`src/rtl/phase_scanner.sv`:
```
// Per-voice phase accumulator bank: on each tick, walks voices 0..7, adds the
// RAM-supplied increment to each voice's phase and streams the results.
module phase_scanner #(
    parameter int NVOICE = 8,
    parameter int WIDTH  = 20
) (
    input  logic                      clk,
    input  logic                      reset,
    input  logic                      tick,
    input  logic [NVOICE-1:0]         gate,
    input  logic [WIDTH-1:0]          ram_data,
    output logic [$clog2(NVOICE)-1:0] ram_sel,
    output logic [WIDTH-1:0]          phase_out,
    output logic [$clog2(NVOICE)-1:0] voice_out,
    output logic                      phase_valid,
    output logic                      frame_done,
    output logic                      busy,
    output logic                      overrun
);
    localparam int SELW = $clog2(NVOICE);

    typedef enum logic {IDLE, SCAN} state_t;

    state_t                       state_q, state_d;
    logic [SELW-1:0]              vidx_q, vidx_d;
    logic [WIDTH-1:0]             phase_out_q, phase_out_d;
    logic [SELW-1:0]              voice_out_q, voice_out_d;
    logic                         phase_valid_q, phase_valid_d;
    logic                         frame_done_q, frame_done_d;
    logic                         overrun_q, overrun_d;

    // Candidate new phase for every voice; only the one at vidx is committed.
    logic [NVOICE-1:0][WIDTH-1:0] cand_phase;

    genvar gi;
    generate
        for (gi = 0; gi < NVOICE; gi++) begin : g_voice
            logic [WIDTH-1:0] phase_q, phase_d;
            logic             hit;

            assign hit            = (state_q == SCAN) && (vidx_q == SELW'(gi));
            assign cand_phase[gi] = gate[gi] ? (phase_q + ram_data) : '0;

            always_comb begin
                phase_d = phase_q;
                if (hit) begin
                    phase_d = cand_phase[gi];
                end
            end

            always_ff @(posedge clk) begin
                if (reset) begin
                    phase_q <= '0;
                end else begin
                    phase_q <= phase_d;
                end
            end
        end
    endgenerate

    always_comb begin
        state_d       = state_q;
        vidx_d        = vidx_q;
        phase_out_d   = phase_out_q;
        voice_out_d   = voice_out_q;
        phase_valid_d = 1'b0;
        frame_done_d  = 1'b0;
        overrun_d     = overrun_q;
        ram_sel       = '0;
        busy          = 1'b0;
        case (state_q)
            IDLE: begin
                if (tick) begin
                    state_d = SCAN;
                    vidx_d  = '0;
                end
            end
            SCAN: begin
                ram_sel       = vidx_q;
                busy          = 1'b1;
                phase_out_d   = cand_phase[vidx_q];
                voice_out_d   = vidx_q;
                phase_valid_d = 1'b1;
                // A tick during a scan is dropped, but remembered until reset.
                if (tick) begin
                    overrun_d = 1'b1;
                end
                if (vidx_q == SELW'(NVOICE - 1)) begin
                    frame_done_d = 1'b1;
                    state_d      = IDLE;
                    vidx_d       = '0;
                end else begin
                    vidx_d = vidx_q + 1'b1;
                end
            end
            default: begin
                state_d = IDLE;
            end
        endcase
    end

    always_ff @(posedge clk) begin
        if (reset) begin
            state_q       <= IDLE;
            vidx_q        <= '0;
            phase_out_q   <= '0;
            voice_out_q   <= '0;
            phase_valid_q <= 1'b0;
            frame_done_q  <= 1'b0;
            overrun_q     <= 1'b0;
        end else begin
            state_q       <= state_d;
            vidx_q        <= vidx_d;
            phase_out_q   <= phase_out_d;
            voice_out_q   <= voice_out_d;
            phase_valid_q <= phase_valid_d;
            frame_done_q  <= frame_done_d;
            overrun_q     <= overrun_d;
        end
    end

    assign phase_out   = phase_out_q;
    assign voice_out   = voice_out_q;
    assign phase_valid = phase_valid_q;
    assign frame_done  = frame_done_q;
    assign overrun     = overrun_q;

endmodule
```
`config.mk`:
```
export PLATFORM = sky130hd
export DESIGN_NAME = phase_scanner
export DESIGN_NICKNAME = d
export VERILOG_FILES = /design/src/rtl/phase_scanner.sv
export SDC_FILE = /design/constraint.sdc
export NUM_CORES = 1
export LEC_CHECK = 0
export ABC_AREA = 1
export CORE_ASPECT_RATIO = 1.4
export CORE_UTILIZATION = 35
export CTS_CLUSTER_DIAMETER = 200
export DETAILED_ROUTE_END_ITERATION = 6
export PLACE_DENSITY = 0.5
export SETUP_SLACK_MARGIN = 0.15
export SYNTH_ARGS = -nofsm -noshare
export SYNTH_HDL_FRONTEND = slang
export SYNTH_SLANG_ARGS = --single-unit
```
`constraint.sdc`:
```
create_clock -name clk -period 2.75 [get_ports clk]
set_clock_uncertainty 0.15 [all_clocks]
set_input_delay 0.275 -clock clk [delete_from_list [all_inputs] [get_ports clk]]
set_output_delay 0.275 -clock clk [all_outputs]
set_load 0.01 [all_outputs]
```
# Word level (Yosys, flattened, before mapping)
# Cells that the tools add are included.
# op_classes
add_sub_neg,9
order_cmp,1
n_eq_ne,8
n_mux,19
n_bitwise,1
reduce_logical,11
# op_table
operator,count
20-bit 2-to-1 mux,9
20-bit adder,8
20-bit binary-select mux with 3-bit select,1
3-bit equality test (second input constant),4
3-bit 2-to-1 mux,3
1-bit logical AND,8
3-bit by 2-bit equality test with 1-bit output (second input constant),2
3-bit case mux with 2 select lines,1
3-bit by 4-bit less-than comparator with 1-bit output (second input constant),1
1-bit 2-to-1 mux,4
3-bit by 1-bit adder with 3-bit output (second input constant),1
3-bit by 1-bit equality test with 1-bit output (second input constant),1
3-bit logical NOT,1
2-bit != test (second input constant),1
1-bit case mux with 2 select lines,1
2-bit AND reduction,1
2-bit OR reduction,1
1-bit NOT,1
# totals
regBits,190
input_bits,31
out_inout_bits,30
word_cells,64

# Logic depth before layout (Yosys ltp)
# Gate-level depths: netlist of the first run.
# depth
word_depth,4
mapped_depth,19
ltp_nobuf,19

# Worst setup path after synthesis of the first run
# Ideal clock, no wire load.
# synth_timing
kind,register to register
from,reg g_voice[5].phase_q[0]
to,"reg phase_out_q[4], in the netlist phase_out[4]"
setup_ns,0.109
arrival_ns,1.926
required_ns,2.491
slack_ns,0.566
path_stages_with_launch,15
n_path_buf,0
synth_period_minus_slack_ns,2.184
cell_sequence,dfxtp_1 ha_1 fa_1 inv_1 nor2_1 nor2_1 inv_1 or2_2 nand3_1 a21oi_1 a22o_1 nand2_1 nand3_1 nand2_1 inv_1
# synth_via
elab_chain_len,4
# synth_lines
item,line,rtl
from (decl),38,"logic [WIDTH-1:0] phase_q, phase_d;"
from (signal assigned),55,phase_q <= phase_d;
20-bit adder,42,assign cand_phase[gi] = gate[gi] ? (phase_q + ram_data) : '0;
20-bit 2-to-1 mux,42,
20-bit binary-select mux with 3-bit select,81,phase_out_d = cand_phase[vidx_q];
20-bit 2-to-1 mux (implied by the code),81,
to (signal assigned),114,phase_out_q <= phase_out_d;
to (decl),26,"logic [WIDTH-1:0] phase_out_q, phase_out_d;"
# Every way passes these cells. The select of a mux whose other input is x is not followed.
# A chain may end at the register's enable or synchronous reset.

# Worst setup path after layout of the first run
# layout_timing
from,reg g_voice[3].phase_q[0]
to,"reg phase_out_q[6], in the netlist phase_out[6]"
# layout_via
elab_chain_len,4
# layout_lines
item,line
from (decl),38
from (signal assigned),55
20-bit adder,42
20-bit 2-to-1 mux,42
20-bit binary-select mux with 3-bit select,81
20-bit 2-to-1 mux (implied by the code),81
# Every way passes these cells. The select of a mux whose other input is x is not followed.

==> results of run 1 <==
## per-stage QoR
stage	std cells	setup TNS [ns]	util	hold WS [ns]	area (sq um)
final	4067	0	0.480	0.294	24100
after global routing	4067	0	0.480	0.337	24100
after CTS	4058	0	0.463	0.290	23200
after detailed placement	4024	-9.23	0.449	0.306	22500
after global placement	4024	-8.43	0.449	0.302	22500
after floorplan	2964	0	-	0.270	17800
## cell families after synthesis
kind of cell	count (synthesis)	share of synthesized area
flip-flops	190	0.214
AO/OA/AOI/OAI	624	0.189
AND/OR/NAND/NOR	1570	0.384
adder cells (fa/ha/maj)	166	0.120
XOR/XNOR	8	0.00394
buffers and inverters	406	0.0891
## worst max-delay path: cells and delay by family (launching register included)
family	cells	cell delay, ns
AO/OA/AOI/OAI	5	0.68
adder cells (fa/ha/maj)	2	0.59
buffers and inverters	2	0.22
flip-flops	1	0.33
AND/OR/NAND/NOR	5	0.51
## placed cells by master (no fill, tap or decap), drive strengths merged, types with 5 or more instances in the layout
cell type,count
inv,310
nand3b,51
xor2,6
fa,8
nand2,931
nor3,15
clkbuf,20
a21boi,30
o21bai,11
nand3,297
and2,5
or2,19
nor2,215
buf,468
clkdlybuf4s50,56
nor4,5
dfxtp,190
nand4,31
ha,158
a21oi,304
o21ai,267
## how the worst min path moves through the flow
| stage | start | end | slack (ns) | cells past startpoint |
|---|---|---|---|---|
| floorplan | tick | overrun$_SDFFE_PP0P_ | 0.27 | 2 |
| global placement | voice_out[0]$_SDFFE_PP0P_ | voice_out[0]$_SDFFE_PP0P_ | 0.30 | 2 |
| detailed placement | voice_out[1]$_SDFFE_PP0P_ | voice_out[1]$_SDFFE_PP0P_ | 0.31 | 2 |
| CTS | tick | overrun$_SDFFE_PP0P_ | 0.29 | 3 |
| global route | ram_data[0] | g_voice[4].phase_q[0]$_SDFFE_PP0P_ | 0.34 | 5 |
| finish | ram_data[0] | g_voice[4].phase_q[0]$_SDFFE_PP0P_ | 0.29 | 5 |
## layout make-up
class | instances | area share
flip-flops and latches | 190 | 0.158
clock buffers | 19 | 0.0184
repair buffers | 529 | 0.185
multi-input cells | 2368 | 0.552
well taps | 643 | 0.0334
diodes | 1 | 0.000104
inverters | 304 | 0.0475
clock inverters | 13 | 0.00530
## flip-flops by register name, summed over array words and instances (netlist names)
signal and flops:
phase_out 20, overrun 1, g_voice.phase_q 160, vidx_q 3, voice_out 3, frame_done 1
phase_valid 1, state_q 1
## power by group through the flow
stage          registers, uW  logic [uW]  clock network (uW)
4_1_cts                 2900        2570                2720
3_5_place_dp            2960        2530                   0
2_1_floorplan           2940        1240                   0
3_3_place_gp            2960        2520                   0
5_1_grt                 2910        2920                2790
6_report                2910        2700                2660
## synth_stat cells (2+ instances only)
library cell,count,area (sq um)
nand2_1,908,3410
or2_0,3,18.8
xor2_1,6,52.6
nand4_1,31,194
o21ai_0,246,1230
or2_2,9,56.3
nor3_1,15,75.1
nand3_1,286,1430
ha_1,158,1980
buf_4,4,30.0
xnor2_1,2,17.5
and2_1,5,31.3
a21oi_2,12,105
buf_2,36,180
dfxtp_1,190,3800
nand2_2,22,138
or2_1,6,37.5
inv_2,7,26.3
o21bai_1,10,75.1
o21ai_2,10,87.6
buf_1,2,7.51
a32o_1,2,20.0
nor2_1,185,694
nor2_2,30,188
o21ai_1,11,55.1
nand3b_1,49,368
a21oi_1,292,1460
inv_1,297,1110
a21boi_1,4,30.0
clkbuf_1,59,221
a21boi_0,25,188
fa_1,8,160
nor4_1,5,31.3
o211ai_1,4,30.0
nand3_2,11,110
o311ai_0,2,17.5
## layer usage
metal | vias up | global-route usage | routed length, um
li1 | 10700 | - | -
met1 | 9838 | 0.342 | 31800
met2 | 541 | 0.557 | 39300
met3 | 172 | 0.0226 | 2700
met4 | 0 | 0.193 | 5280
met5 | - | 0 | 0
## timing repair
action | 4_1_cts | 5_1_grt
setup endpoints to repair | 15 | 18
pin swaps | 5 | 21
hold buffers | 0 | 0
setup buffers | 2 | 7
cloned | 0 | 1
gates resized for setup | 35 | 192
==> metrics.md, run 1 <==
| Metric | Value |
|---|---|
| Setup violations, final | `0` |
| Final #Nets | `3607` |
| CP Cell Sequence | `ha_2, fa_2, nand2_1, nand3_1, nand2_2, buf_4, o21ai_4, a21boi_0, o21ai_1, nand2_1, nand3_1, a21oi_4, o21ai_0, inv_1` |
| Violated checks | `design-rule violations` |
| WL final | `79200 um` |
| Synth Cell Area | `0.0178 sq mm` |
| Initial antenna violation count | `1` |
| Detailed Route Iter0 Violations | `1098` |
| Clk_lat worst skew | `0.49 ns` |
| Area Overhead vs Synth | `35.2%` |
| RSZ-0062 raised after global routing | `yes` |
| GPL Wtd Cong | `0.966` |
| Width of the die | `193 um` |
| Period Utilization, post-route | `0.925` |
| Clock network fraction of total power | `0.322` |
| Port bufs | `60` |
| Reg area | `0.00381 sq mm` |
| Sw Share | `0.365` |
| Final-layout fill cell count | `5287` |
| Reg-to-Reg End | `phase_out[6]$_SDFFE_PP0P_` |
| Vias per cell | `5.23` |
| Critical Path RT | `3.03 ns` |
| Synthesized flop and latch total | `190` |
| P_int | `5240 uW` |
| Avg Cell Area, Syn | `6.00 sq um` |
| Net Sw Power | `3020 uW` |
| Ys flop type | `dfxtp_1` |
| Post-route minimum period | `2.54 ns` |
| Fmax | `393 MHz` |
| Total power | `8260 uW` |
| Synth async-reset ratio | `0` |
| CTS Buffer Depth | `2` |
| Multi-input gate area | `0.0133 sq mm` |
| Combinational share of power | `0.327` |
| Pre-CTS WS | `-0.636 ns` |
| Pleak | `0.0123 uW` |
| Via count of the first global-routing pass | `20900` |
| Final worst slack | `0.206 ns` |
| CTS tree | `done` |
| CTS sink cnt | `190` |
| Crit Path Max Fanout | `3` |
| Crit end category | `flop` |
| Starting Density | `0.355` |
| Die footprint | `0.0518 sq mm` |
| Warnings, synthesis | `0` |
| Synth cell types | `48` |
| Pwr dens | `343 mW/mm^2` |
| Slew Viols, Final | `0` |
| Final ANT Viol Nets | `0` |
| GRT Overall Usage | `0.306` |
| EDFF count, synth | `0` |
| CTS root buffer | `clkbuf_16` |
| Core area | `0.0501 sq mm` |
| Hold Crit Class | `in -> reg` |
| Setup crit end | `phase_out[6]$_SDFFE_PP0P_` |
| Clock Pin Slew Worst Setup and Hold Paths | `0.09 ns` |
| Slew margin rel. | `0.555` |
| Io pins | `61` |
| Kind of critical path | `reg -> reg` |
| Worst Tran Pin Value | `0.667 ns` |
| Reg2reg start | `g_voice[3].phase_q[0]$_SDFFE_PP0P_` |
| Gate Count Post-Synth | `2964` |
| Sequential element share of the synthesized area | `0.214` |
| Worst vdd ir | `0.452 mV` |
| Layout cells sized above 1 | `0.230` |
| Detailed-route via count | `21300` |
| Grt total ovfl | `0` |
| Slowest CP cell | `fa_2` |
| Status | `finished with violations` |
| First drt pass iteration count | `7` |
| Largest net degree at the start of global routing | `61` |
| DR WL/cell | `19.5 um` |
| FP Rows | `97` |
| Die height | `269 um` |
| Final Hold Vio Count | `0` |
| Critical path arrival | `2.82 ns` |
| Crit path from | `g_voice[3].phase_q[0]$_SDFFE_PP0P_` |
| Max Cap Violations | `0` |
| DP HPWL | `61400 um` |
| Num CTS Buffers | `17` |
| Worst reg-to-reg path cell count | `14` |
| Max H-tree Level | `4` |
| First-pass GRT wire length | `118000 um` |
| Reg power frac | `0.352` |
| Largest stage delay, worst path | `0.40 ns` |
| CP startpoint kind | `flop` |
| FF-to-FF setup slack | `0.21 ns` |
| DRC violations left | `6` |
| Synth Net Count | `3161` |
No activity file was read; power rests on OpenSTA's default activity.
==> inputs of run 2 (changes only) <==
--- a/config.mk
+++ b/config.mk
@@ -12,6 +12,7 @@
 export DETAILED_ROUTE_END_ITERATION = 6
 export PLACE_DENSITY = 0.5
 export SETUP_SLACK_MARGIN = 0.15
+export SKIP_LAST_GASP = 1
 export SYNTH_ARGS = -nofsm -noshare
 export SYNTH_HDL_FRONTEND = slang
 export SYNTH_SLANG_ARGS = --single-unit
==> results of run 2 <==
No change in the layout: final DEF, timing and power equal those of run 1.
==> inputs of run 3 (changes only) <==
--- a/config.mk
+++ b/config.mk
@@ -7,9 +7,11 @@
 export LEC_CHECK = 0
 export ABC_AREA = 1
 export CORE_ASPECT_RATIO = 1.4
+export CORE_MARGIN = 10
 export CORE_UTILIZATION = 35
 export CTS_CLUSTER_DIAMETER = 200
 export DETAILED_ROUTE_END_ITERATION = 6
+export HOLD_SLACK_MARGIN = 0.06
 export PLACE_DENSITY = 0.5
 export SETUP_SLACK_MARGIN = 0.15
 export SKIP_LAST_GASP = 1
==> metrics.md, run 3 (synthesized netlist as in run 1, its figures left out) <==
| Metric | Value |
|---|---|
| Io pins | `61` |
| CP startpoint kind | `flop` |
| Reg2reg start | `g_voice[5].phase_q[0]$_SDFFE_PP0P_` |
| Clock Pin Slew Worst Setup and Hold Paths | `0.08 ns` |
| Vias per cell | `5.26` |
| Critical path arrival | `2.08 ns` |
| Num CTS Buffers | `17` |
| First drt pass iteration count | `5` |
| Setup violations, final | `0` |
| Max H-tree Level | `4` |
| Post-CTS Hold Buffers | `0` |
| CTS tree | `done` |
| GPL Wtd Cong | `0.965` |
| Die height | `287 um` |
| CTS Buffer Depth | `2` |
| Reg with most FFs | `g_voice.phase_q` |
| Kind of critical path | `reg -> out` |
| Slew Viols, Final | `0` |
| CP Cell Sequence | `nand2_1, inv_1, clkdlybuf4s50_1` |
| Core area | `0.0501 sq mm` |
| CTS sink cnt | `190` |
| Port bufs | `60` |
| Max reg flops | `160` |
| Width of the die | `211 um` |
| Crit Path Max Fanout | `6` |
| Reg-to-Reg End | `phase_out[14]$_SDFFE_PP0P_` |
| Post-route minimum period | `2.51 ns` |
| Final-layout fill cell count | `5176` |
| Initial antenna violation count | `0` |
| Clk_lat worst skew | `0.48 ns` |
| Most common cell after layout, fill and taps aside | `nand2_1` |
| Final ANT Viol Nets | `0` |
| Worst vdd ir | `0.470 mV` |
| Worst Tran Pin Value | `0.666 ns` |
| Most frequent cells in the layout | `nand2_1, buf_4, inv_1` |
| Detailed-route via count | `21400` |
| Die footprint | `0.0604 sq mm` |
| Grt total ovfl | `0` |
| CTS root buffer | `clkbuf_16` |
| FF-to-FF setup slack | `0.26 ns` |
| Largest net degree at the start of global routing | `62` |
| Layout cells sized above 1 | `0.246` |
| HP Start | `voice_out[1]$_SDFFE_PP0P_` |
| Final Hold Vio Count | `0` |
| GRT Overall Usage | `0.251` |
| Worst Hold End | `voice_out[1]$_SDFFE_PP0P_` |
| Hold Crit Class | `reg -> reg` |
| Status | `complete, no violations` |
| Slew margin rel. | `0.556` |
| WL final | `77900 um` |
| Starting Density | `0.355` |
| Fmax | `399 MHz` |
| ANT cells | `0` |
| Worst reg-to-reg path cell count | `17` |
| Hold Path Depth | `2` |
| DRC violations left | `0` |
| Crit end category | `output pin` |
| Critical Path RT | `2.33 ns` |
| Area Overhead vs Synth | `38.1%` |
| DR WL/cell | `19.2 um` |
| Pwr dens | `351 mW/mm^2` |
| Period Utilization, post-route | `0.912` |
| Pleak | `0.0124 uW` |
| Detailed Route Iter0 Violations | `1224` |
| FP Rows | `97` |
| Worst hold margin | `0.316 ns` |
| Via count of the first global-routing pass | `20900` |
| Largest stage delay, worst path | `0.58 ns` |
| Slowest CP cell | `clkdlybuf4s50_1` |
| Core Util, Final | `0.490` |
| DP HPWL | `59200 um` |
| RSZ-0062 raised after global routing | `yes` |
| First-pass GRT wire length | `117000 um` |
| Final #Nets | `3607` |
| Max Cap Violations | `0` |
==> run 3: cell count changes in the layout (fill, tap and decap cells not counted), sizes merged <==
cell | before | now
clkdlybuf4s50 | 56 | 54
clkbuf | 20 | 23
dlymetal6s2s | 4 | 5
bufinv | 1 | 5
dlygate4sd2 | 0 | 1
clkinv | 3 | 4
diode | 1 | 0
inv | 310 | 305
clkinvlp | 3 | 0
==> run 3: how the worst max path moves through the flow <==
stage / from / endpoint / slack [ns] / cells after the start
4_1_cts: ram_data[10] / phase_out[15]$_SDFFE_PP0P_ / 0.15 / 17
3_3_place_gp: ram_data[0] / phase_out[8]$_SDFFE_PP0P_ / -0.56 / 16
6_report: vidx_q[2]$_SDFFE_PP0P_ / ram_sel[2] / 0.24 / 3
5_1_grt: ram_data[2] / phase_out[17]$_SDFFE_PP0P_ / 0.12 / 19
3_5_place_dp: ram_data[0] / phase_out[8]$_SDFFE_PP0P_ / -0.56 / 18
2_1_floorplan: g_voice[5].phase_q[0]$_SDFFE_PP0P_ / phase_out[4]$_SDFFE_PP0P_ / 0.57 / 14
==> run 3: area by class of cell <==
class | count | area [sq um] | share of cell area
inverters | 304 | 1140 | 0.0465
well taps | 643 | 805 | 0.0327
multi-input cells | 2368 | 13700 | 0.556
clock buffers | 22 | 474 | 0.0193
clock inverters | 10 | 183 | 0.00743
repair buffers | 529 | 4510 | 0.184
flip-flops and latches | 190 | 3810 | 0.155
==> run 3: metrics by stage <==
stage	cells	setup TNS [ns]	total power (uW)	setup WS, ns	cell area [sq um]
4_1_cts	4058	0	8500	0.151	23300
5_1_grt	4066	0	9030	0.121	24600
2_1_floorplan	2964	0	4180	0.566	17800
3_3_place_gp	4025	-10.50	5470	-0.555	22600
3_5_place_dp	4025	-12.59	5480	-0.563	22600
6_report	4066	0	8640	0.241	24600
==> run 3: power by group <==
part	internal (uW)	switching, uW
registers	2830	76.8
clock network	1690	1300
logic	1160	1580
==> run 3: layer usage <==
metal	share of wire	global-route usage	vias to the layer above
met1	0.39	0.271	9869
met5	0	0	-
met4	0.069	0.156	0
li1	-	-	10700
met2	0.50	0.459	566
met3	0.037	0.0284	197
==> run 3: what timing repair did <==
item	CTS	global route
pin swaps	1	37
gates cloned	0	1
setup buffers	1	7
gates resized for setup	13	276
endpoints found under the setup margin	17	17
==> run 3: critical path: cells and delay by family (launching register included) <==
| family | cells | cell delay, ns |
|---|---|---|
| DFF | 1 | 0.45 |
| and+or+nand+nor | 1 | 0.34 |
| buffers and inverters | 2 | 0.82 |
